**src/rtl/game_pkg.sv**
```systemverilog
// Types and widths shared by the game-flow sequencer and its phase timer.
package game_pkg;

   localparam int LEVEL_W = 4;
   localparam int LIVES_W = 2;

   typedef enum logic [2:0] {
      IDLE,
      SHOW,
      ANSWER,
      RESULT,
      OVER,
      WON
   } state_t;

endpackage

```
**src/rtl/phase_timer.sv**
```systemverilog
// Loadable down-counter that times the SHOW and RESULT phases.
// It stops at zero and flags done while the count is zero.
module phase_timer #(
   parameter int WIDTH = 8
) (
   input  logic             clk,
   input  logic             rst_n,
   input  logic             i_load,
   input  logic [WIDTH-1:0] i_loadValue,
   output logic             o_done
);

   logic [WIDTH-1:0] r_count;

   always_ff @(posedge clk or negedge rst_n) begin
      if (!rst_n) begin
         r_count <= '0;
      end else if (i_load) begin
         r_count <= i_loadValue;
      end else if (r_count != '0) begin
         r_count <= r_count - WIDTH'(1);
      end
   end

   assign o_done = (r_count == '0);

endmodule

```
**src/rtl/level_controller.sv**
```systemverilog
// Game-flow sequencer: turns judge verdicts into level/lives bookkeeping
// and drives the show / answer / result phases.
module level_controller
   import game_pkg::*;
#(
   parameter int MAX_LEVEL     = 15,
   parameter int LIVES         = 3,
   parameter int SHOW_CYCLES   = 100_000_000,
   parameter int RESULT_CYCLES = 50_000_000
) (
   input  logic               Clk100M,
   input  logic               Reset_n,
   input  logic               start,
   input  logic               incLevel,
   input  logic               lose,
   output logic [LEVEL_W-1:0] level,
   output logic [1:0]         lives,
   output logic               levelStart,
   output logic               showSymbols,
   output logic               inputEnable,
   output logic               resultPass,
   output logic               resultFail,
   output logic               gameOver,
   output logic               gameWon
);

   localparam int MAX_CYCLES = (SHOW_CYCLES > RESULT_CYCLES) ? SHOW_CYCLES : RESULT_CYCLES;
   localparam int TIMER_W    = (MAX_CYCLES > 1) ? $clog2(MAX_CYCLES) : 1;

   localparam logic [TIMER_W-1:0] SHOW_LOAD   = TIMER_W'(SHOW_CYCLES - 1);
   localparam logic [TIMER_W-1:0] RESULT_LOAD = TIMER_W'(RESULT_CYCLES - 1);
   localparam logic [LEVEL_W-1:0] MAX_LVL     = LEVEL_W'(MAX_LEVEL);
   localparam logic [LEVEL_W-1:0] FIRST_LVL   = LEVEL_W'(1);
   localparam logic [LIVES_W-1:0] LIVES_INIT  = LIVES_W'(LIVES);

   state_t             r_state;
   logic [LEVEL_W-1:0] r_level;
   logic [LIVES_W-1:0] r_lives;
   logic               r_pass;
   logic               r_levelStart;

   state_t             w_nextState;
   logic [LEVEL_W-1:0] w_nextLevel;
   logic [LIVES_W-1:0] w_nextLives;
   logic               w_nextPass;
   logic               w_load;
   logic [TIMER_W-1:0] w_loadValue;
   logic               w_done;

   phase_timer #(
      .WIDTH (TIMER_W)
   ) u_phaseTimer (
      .clk         (Clk100M),
      .rst_n       (Reset_n),
      .i_load      (w_load),
      .i_loadValue (w_loadValue),
      .o_done      (w_done)
   );

   always_ff @(posedge Clk100M or negedge Reset_n) begin
      if (!Reset_n) begin
         r_state      <= IDLE;
         r_level      <= FIRST_LVL;
         r_lives      <= LIVES_INIT;
         r_pass       <= 1'b0;
         r_levelStart <= 1'b0;
      end else begin
         r_state      <= w_nextState;
         r_level      <= w_nextLevel;
         r_lives      <= w_nextLives;
         r_pass       <= w_nextPass;
         r_levelStart <= (w_nextState == SHOW) && (r_state != SHOW);
      end
   end

   // Every phase entry reloads the shared timer on the same edge as the state change.
   always_comb begin
      w_nextState = r_state;
      w_nextLevel = r_level;
      w_nextLives = r_lives;
      w_nextPass  = r_pass;
      w_load      = 1'b0;
      w_loadValue = SHOW_LOAD;
      case (r_state)
         IDLE, OVER, WON: begin
            if (start) begin
               w_nextLevel = FIRST_LVL;
               w_nextLives = LIVES_INIT;
               w_nextState = SHOW;
               w_load      = 1'b1;
            end
         end
         SHOW: begin
            if (w_done) begin
               w_nextState = ANSWER;
            end
         end
         ANSWER: begin
            if (lose) begin
               if (r_lives == LIVES_W'(1)) begin
                  w_nextLives = '0;
                  w_nextState = OVER;
               end else begin
                  w_nextLives = r_lives - LIVES_W'(1);
                  w_nextPass  = 1'b0;
                  w_nextState = RESULT;
                  w_load      = 1'b1;
                  w_loadValue = RESULT_LOAD;
               end
            end else if (incLevel) begin
               if (r_level == MAX_LVL) begin
                  w_nextState = WON;
               end else begin
                  w_nextLevel = r_level + LEVEL_W'(1);
                  w_nextPass  = 1'b1;
                  w_nextState = RESULT;
                  w_load      = 1'b1;
                  w_loadValue = RESULT_LOAD;
               end
            end
         end
         RESULT: begin
            if (w_done) begin
               w_nextState = SHOW;
               w_load      = 1'b1;
            end
         end
         default: begin
            w_nextState = IDLE;
         end
      endcase
   end

   assign level       = r_level;
   assign lives       = r_lives;
   assign levelStart  = r_levelStart;
   assign showSymbols = (r_state == SHOW);
   assign inputEnable = (r_state == ANSWER);
   assign resultPass  = (r_state == RESULT) && r_pass;
   assign resultFail  = (r_state == RESULT) && !r_pass;
   assign gameOver    = (r_state == OVER);
   assign gameWon     = (r_state == WON);

endmodule

```
**config.mk**
```make
export PLATFORM = sky130hd
export DESIGN_NAME = level_controller
export DESIGN_NICKNAME = d
export VERILOG_FILES = /design/src/rtl/game_pkg.sv /design/src/rtl/phase_timer.sv /design/src/rtl/level_controller.sv
export SDC_FILE = /design/constraint.sdc
export NUM_CORES = 1
export LEC_CHECK = 0
export CAP_MARGIN = 25
export CORE_ASPECT_RATIO = 0.6
export CORE_MARGIN = 3
export CORE_UTILIZATION = 52
export DETAILED_ROUTE_END_ITERATION = 10
export GPL_TIMING_DRIVEN = 1
export PLACE_DENSITY = 0.76
export SYNTH_ARGS = -nofsm -noshare
export SYNTH_HDL_FRONTEND = slang
export SYNTH_SLANG_ARGS = --single-unit
```
**constraint.sdc**
```tcl
create_clock -name Clk100M -period 2.17 [get_ports Clk100M]
set_input_delay 0.3255 -clock Clk100M [delete_from_list [all_inputs] [get_ports Clk100M]]
set_output_delay 0.3255 -clock Clk100M [all_outputs]
set_load 0.005 [all_outputs]
```
==> metrics.txt <==
status=finished with violations; violations in the final reports=setup timing; post-route worst hold slack=133 ps; CTS HTree Levels=2; Final Wtd Congestion=0.830; most prevalent standard cell on the critical path=or3_4; source-to-sink clock delay at the later pin of the worst-skew pair=290 ps; Total Die Area=4950 um^2; total placed instance area=2530 um^2; fraction of the yosys area taken by sequential cells=44.6%; total negative setup slack=-24.8 ps; Hold Buf Count CTS=0; FMAX=456 MHz; net count of the mapped netlist=236; max-slew violation total from the final report=0; critical path startpoint category=flip-flop; final critical-path required period=2190 ps; predominant post-synthesis flop cell=dfrtp_1; timing endpoint of the critical path=u_phaseTimer.r_count[11]; RR Startpoint=u_phaseTimer.r_count[5]; Cell Chain, Critical Path=or3_4 > or3_4 > or3_1 > or4_1 > a21oi_1; maximum cell stage delay along the critical path=470 ps; synthesized instance count=228; Syn Area/Cell=9.38 um^2; largest net degree at the start of global routing=39; final setup skew=3.67 ps; power consumption=0.00225 W; die width=88.8 um; leakage power total=1.04 nW; EDFF count, synth=0; Hold Violations, Final=0; maximum count of clock buffers along a single path=2; cell with the largest stage delay on the worst path=or4_1; worst setup path class=reg -> reg; Die Span Y=55.7 um; number of port buffers=17; Worst slew margin=44.2%; Initial DRC Count=76; DRT antenna net count=0; number of warnings reported in the yosys synthesis log=0; worst-path fanout max=6; initial antenna violation count=0; post-layout worst setup margin=-24.8 ps; areal power density over the cells=830 nW/um^2; total global routing track utilization=21.8%; fraction of layout cells with a size suffix above 1=22.9%; gr ovfl total=0; antenna diode instance count=0; area of the core region=3810 um^2; Num CTS Buffers=5; Sink Count=38; placement-stage worst setup slack=-30.0 ps; growth of design area from synthesis to finish=27.0%; DRC violation count after routing=0; worst reg2reg path depth=5; data arrival time at the worst-slack endpoint=2410 ps; unrepaired setup endpoints after global routing=true; clock tree from TritonCTS=yes; synthesis-stage register bit count=38; Cell Area, Synth=2140 um^2; number of vias in the routed layout=1,921; worst vdd ir=691 uV; placed wire-length estimate=3.70 mm; I/O pins=18; commonest cells after routing, fill and taps aside=dfrtp_1 (34), buf_4 (26), nand2_1 (17); start point of the critical path=u_phaseTimer.r_count[5]; final setup violating endpoints=1; period utilisation layout=101%; number of vias per cell after detailed routing=5.97; hold crit path type=in -> async; total wire length=5.13 mm; wire length of the first global-routing pass=8.42 mm; Crit. End Element=flip-flop; max capacitance violation total=0; final non-filler cell area=2720 um^2; Cell variety after synth=50; capture instance of the worst register-to-register path=u_phaseTimer.r_count[11]; minimum setup slack among reg-to-reg paths=-20 ps; starting density of the core=56.2%; share of flip-flops with an asynchronous set or reset after synthesis=100%; routed length per placed instance=15.9 um; Least-Margin Pin Slew=838 ps; Filler Cell Count=288; vias in the first global route=1,803; buffer cell driving the clock tree root=clkbuf_8; most common library cell in the layout ignoring fill and taps=dfrtp_1; first-pass iteration count of the detailed router=4; clock transition time at the flip-flop clock pins of the worst setup and hold paths=70 ps; Nets=282; worst endpoint required time=2390 ps; Rows=17
state kept, by name, summed over array words and instances (netlist names):
signal / flops
r_state: 3
levelStart: 1
u_phaseTimer.r_count: 27
lives: 2
r_pass: 1
level: 4
power by group:
part	total [W]	internal (W)	switching, W	leakage, nW
Clock	0.000576	0.000321	0.000255	0.0575
Sequential	0.00101	0.000854	0.000159	0.437
Combinational	0.000664	0.000361	0.000303	0.545
Total	0.00225	0.00154	0.000717	1.04
worst max-delay path, delay by kind of cell, from the launching register on:
kind / cells / cell delay, ps
AND/OR/NAND/NOR: 4 / 1580
AO/OA/AOI/OAI: 1 / 160
flip-flops: 1 / 390
synthesized netlist by cell type (2+ instances only):
cell	instances	area [um^2]
nor3_1	12	60.1
buf_2	2	10.0
or3_4	2	22.5
inv_1	9	33.8
o21ai_0	16	80.1
a21oi_1	9	45.0
or4_1	5	37.5
and2_1	3	18.8
nor2b_1	3	18.8
nor4_1	4	25.0
a21boi_0	3	22.5
o31ai_1	6	45.0
xnor2_1	7	61.3
nor3b_1	4	30.0
nand2_1	17	63.8
nand3_1	7	35.0
o21ai_1	2	10.0
or2_2	3	18.8
a31oi_1	2	12.5
or4_2	2	17.5
dfrtp_1	35	876
o211ai_1	2	15.0
nor2_1	16	60.1
nand4_1	4	25.0
clkbuf_1	4	15.0
o21bai_1	2	15.0
ha_1	3	37.5
xor2_1	13	114
nor4b_1	2	17.5
dfstp_2	3	78.8
or3_1	7	43.8
final cells by class:
cell class | count | area (um^2) | share of cell area [%]
clock buffers | 8 | 110 | 4.05
repair buffers | 46 | 390 | 14.4
inverters | 9 | 33.8 | 1.24
multi-input cells | 174 | 1170 | 43.0
well taps | 47 | 58.8 | 2.16
flip-flops and latches | 38 | 956 | 35.2
how the worst min path moves through the flow:
| stage | depth (start not counted) | to | slack (ps) | from |
|---|---|---|---|---|
| 4_1_cts | 1 | u_phaseTimer.r_count[13] | 160 | Reset_n |
| 2_1_floorplan | 0 | levelStart | 30 | Reset_n |
| 3_3_place_gp | 1 | u_phaseTimer.r_count[13] | 470 | Reset_n |
| 6_report | 1 | u_phaseTimer.r_count[13] | 130 | Reset_n |
| 5_1_grt | 1 | u_phaseTimer.r_count[23] | 200 | Reset_n |
| 3_5_place_dp | 1 | u_phaseTimer.r_count[13] | 480 | Reset_n |
routing by layer:
layer / vias to the layer above / wire [um] / GRT usage (%)
met5: - / 0 / 0
met3: 8 / 230 / 4.88
met1: 943 / 2730 / 34.5
met4: 0 / 50 / 6.03
met2: 47 / 2120 / 29.3
li1: 923 / - / -
kinds of logic (layout without fill, tap and decap cells):
logic type	Yosys count	count (layout)	share of synthesized area, %
xor gates and xnor gates	20	20	8.19
AOI/OAI and AO/OA	49	49	14.2
buffers and inverters	16	63	3.27
adders and majority gates	3	3	1.75
muxes	1	1	0.526
DFF	38	38	44.6
and+or+nand+nor	101	101	27.4
per-stage QoR:
stage                     instances  utilization, %
after floorplan                 228               -
after global placement          312            66.4
after detailed placement        312            66.4
after CTS                       320            69.4
after global routing            322            71.3
final                           322            71.3
repair_timing:
action	in CTS	in global routing
hold endpoints to repair	0	0
setup buffers	0	1
gates cloned	0	1
setup endpoints to repair	4	29
pin swaps	0	5
gates resized for setup	2	17
Note: power is estimated with default switching activity, not from simulation.
==> variant (same settings) <==
The parameter `MAX_LEVEL` goes from 15 to 7.
--- a/src/rtl/level_controller.sv
+++ b/src/rtl/level_controller.sv
@@ -3,7 +3,7 @@
 module level_controller
    import game_pkg::*;
 #(
-   parameter int MAX_LEVEL     = 15,
+   parameter int MAX_LEVEL     = 7,
    parameter int LIVES         = 3,
    parameter int SHOW_CYCLES   = 100_000_000,
    parameter int RESULT_CYCLES = 50_000_000
Check against the original RTL: same outputs for any inputs over 10 cycles, from zero or initial values and one cycle with Reset_n low; that may be too few to reach the edited logic, so the function may still have changed.
==> variant against the unedited design <==
The run still ends with setup timing left. Worst setup slack worse by 0.18 ns. Clock skew rose by 0.0085 ns. Sequential power down 11%. Design area rose by 7.7%. Sequential cell count stayed put. Power down 9.7%. Non-clock buffer count increased by 22. Via count up 0.10%. Synthesized area shrank 0.12%. Wire length is 10% higher. Critical path depth increased by 1. Clock power is 18% lower. Largest cell class unchanged.
==> variant: results (changes against the unedited design) <==
yosysWarnings: 0  # unchanged
grt_pass1_vias: 1795  # -0.44%
p_per_area_mw_per_mm2: 695.6  # -16%
dp_hpwl_mm: 3.781  # +2.3%
grt_first_pass_wirelength_mm: 8.956  # +6.4%
crit_fanout: 8  # +2
place_area_sq_mm: 0.002646  # +4.6%
routabilityCongestion: 0.8783  # +5.8%
setup_viol: 19  # +18
clockRootBuffer: "clkbuf_8"
syn-num-nets: 234  # -0.85%
finalCritPeriodShare_pct: 109.5  # +8.3 points
top_register: "u_phaseTimer.r_count"
vias: 1923  # +0.10%
p_leak_nw: 1.240  # +19%
grt_antenna_before_repair: 0  # unchanged
cts_buffers: 5  # unchanged
dp_worst_setup_slack_ns: -0.1015  # -0.07145 ns
routed_wl_mm: 5.642  # +10%
grt_start_max_net_pins: 39  # unchanged
peakVddDrop_v: 0.0004324  # -37%
ys_async_sr_fraction_pct: 100.0  # unchanged
clk_latency_ns: 0.30
track_usage_pct: 23.74  # +1.9 points
synthTopCellsByArea: "dfrtp_1, xor2_1, o21ai_0, dfstp_2, nand2_1"
crit_arrival_ns: 2.56  # +0.15 ns
drtPass1Iterations: 4  # unchanged
htreeDepth: 2  # unchanged
largest_register_ffs: 27  # unchanged
hp-class: "in -> async"
violations: "setup timing"
worst_slack_ns: -0.2054  # -0.1806 ns
ys_types: 48  # -4.0%
tightest_slew_ns: 0.8391  # +0.001530 ns
fin_skew_ns: 0.01219  # +0.008522 ns
fillers: 246  # -15%
tns_ns: -1.791  # -1.767 ns
initialDrtViolationCount: 131  # +72%
antenna_cells: 0  # unchanged
yosysSeqAreaShare_pct: 44.67  # +0.052 points
outcome: "complete, but fails checks"
path_clk_slew_ns: 0.08
cts_buffer_depth: 2  # unchanged
fin_nets: 299  # +6.0%
place.port_buffers: 17  # unchanged
layout-drive-gt1-share_pct: 30.48  # +7.6 points
synthTopCellsByCount: "dfrtp_1, nand2_1, xor2_1"
==> variant: cell types whose count changed after synthesis, sizes merged, moves of 3 or more <==
cell    before  now
inv          9   12
nor4         5   10
o31ai        6    1
or4          7    4
or3          9    5
o211ai       2    7
xor2        13   17
nand3        7    2
nand3b       0    3
==> variant: where the power goes <==
part / internal (mW) / leakage, nW / total, mW / switching [mW]
combinational: 0.332 / 0.751 / 0.665 / 0.332
sequential: 0.820 / 0.444 / 0.896 / 0.0760
clock: 0.223 / 0.0450 / 0.474 / 0.251
total: 1.38 / 1.24 / 2.03 / 0.659
==> variant: final timing paths <==
path | to | cells past startpoint | slack, ns | startpoint
max | u_phaseTimer.r_count[15] | 6 | -0.21 | u_phaseTimer.r_count[11]
min | u_phaseTimer.r_count[5] | 1 | 0.12 | Reset_n
max reg2reg | u_phaseTimer.r_count[15] | 6 | -0.21 | u_phaseTimer.r_count[11]
min reg2reg | lives[1] | 2 | 0.50 | lives[1]
max in group asynchronous | r_state[1] | 1 | 1.47 | Reset_n
min in group Clk100M | lives[1] | 2 | 0.50 | lives[1]
==> variant: critical path, stage by stage (launching register included) <==
cell and delay (ns):
dfrtp_1 0.38, or4_4 0.55, or4_4 0.58, buf_6 0.16, o21ai_4 0.16, nor4_1 0.06, or3_1 0.36
==> variant: metal layers <==
layer | GRT usage [%] | routed length, microns | vias up
li1 | - | - | 938
met1 | 38.17 | 2808 | 925
met2 | 31.18 | 2472 | 54
met3 | 5.473 | 296 | 6
met4 | 6.681 | 63 | 0
met5 | 0 | 0 | -
==> variant: area by class of cell <==
type / count / share of cell area, %
multi-input cells: 166 / 40.76
repair buffers: 68 / 20.19
clock buffers: 6 / 2.481
flip-flops and latches: 38 / 32.68
clock inverters: 2 / 0.3422
inverters: 12 / 1.540
well taps: 47 / 2.010
==> variant: stage by stage <==
stage               power (mW)  std cells
floorplan                1.222        226
global placement         1.459        323
detailed placement       1.478        323
CTS                      1.990        333
global route             2.150        339
finish                   2.035        339
==> variant: cell families after synthesis <==
group	Yosys count	share of synthesized area (%)
compound gates	47	14.58
xor+xnor	22	9.016
fa+ha+maj	3	1.757
buf+inv	22	4.684
flops	38	44.67
mux	3	1.464
simple gates	91	23.83
==> variant: repair_timing <==
action | CTS | global route
setup endpoints to repair | 15 | 30
pin swaps | 4 | 11
gates resized for setup | 8 | 30
cloned | 0 | 0
buffers inserted | 2 | 6
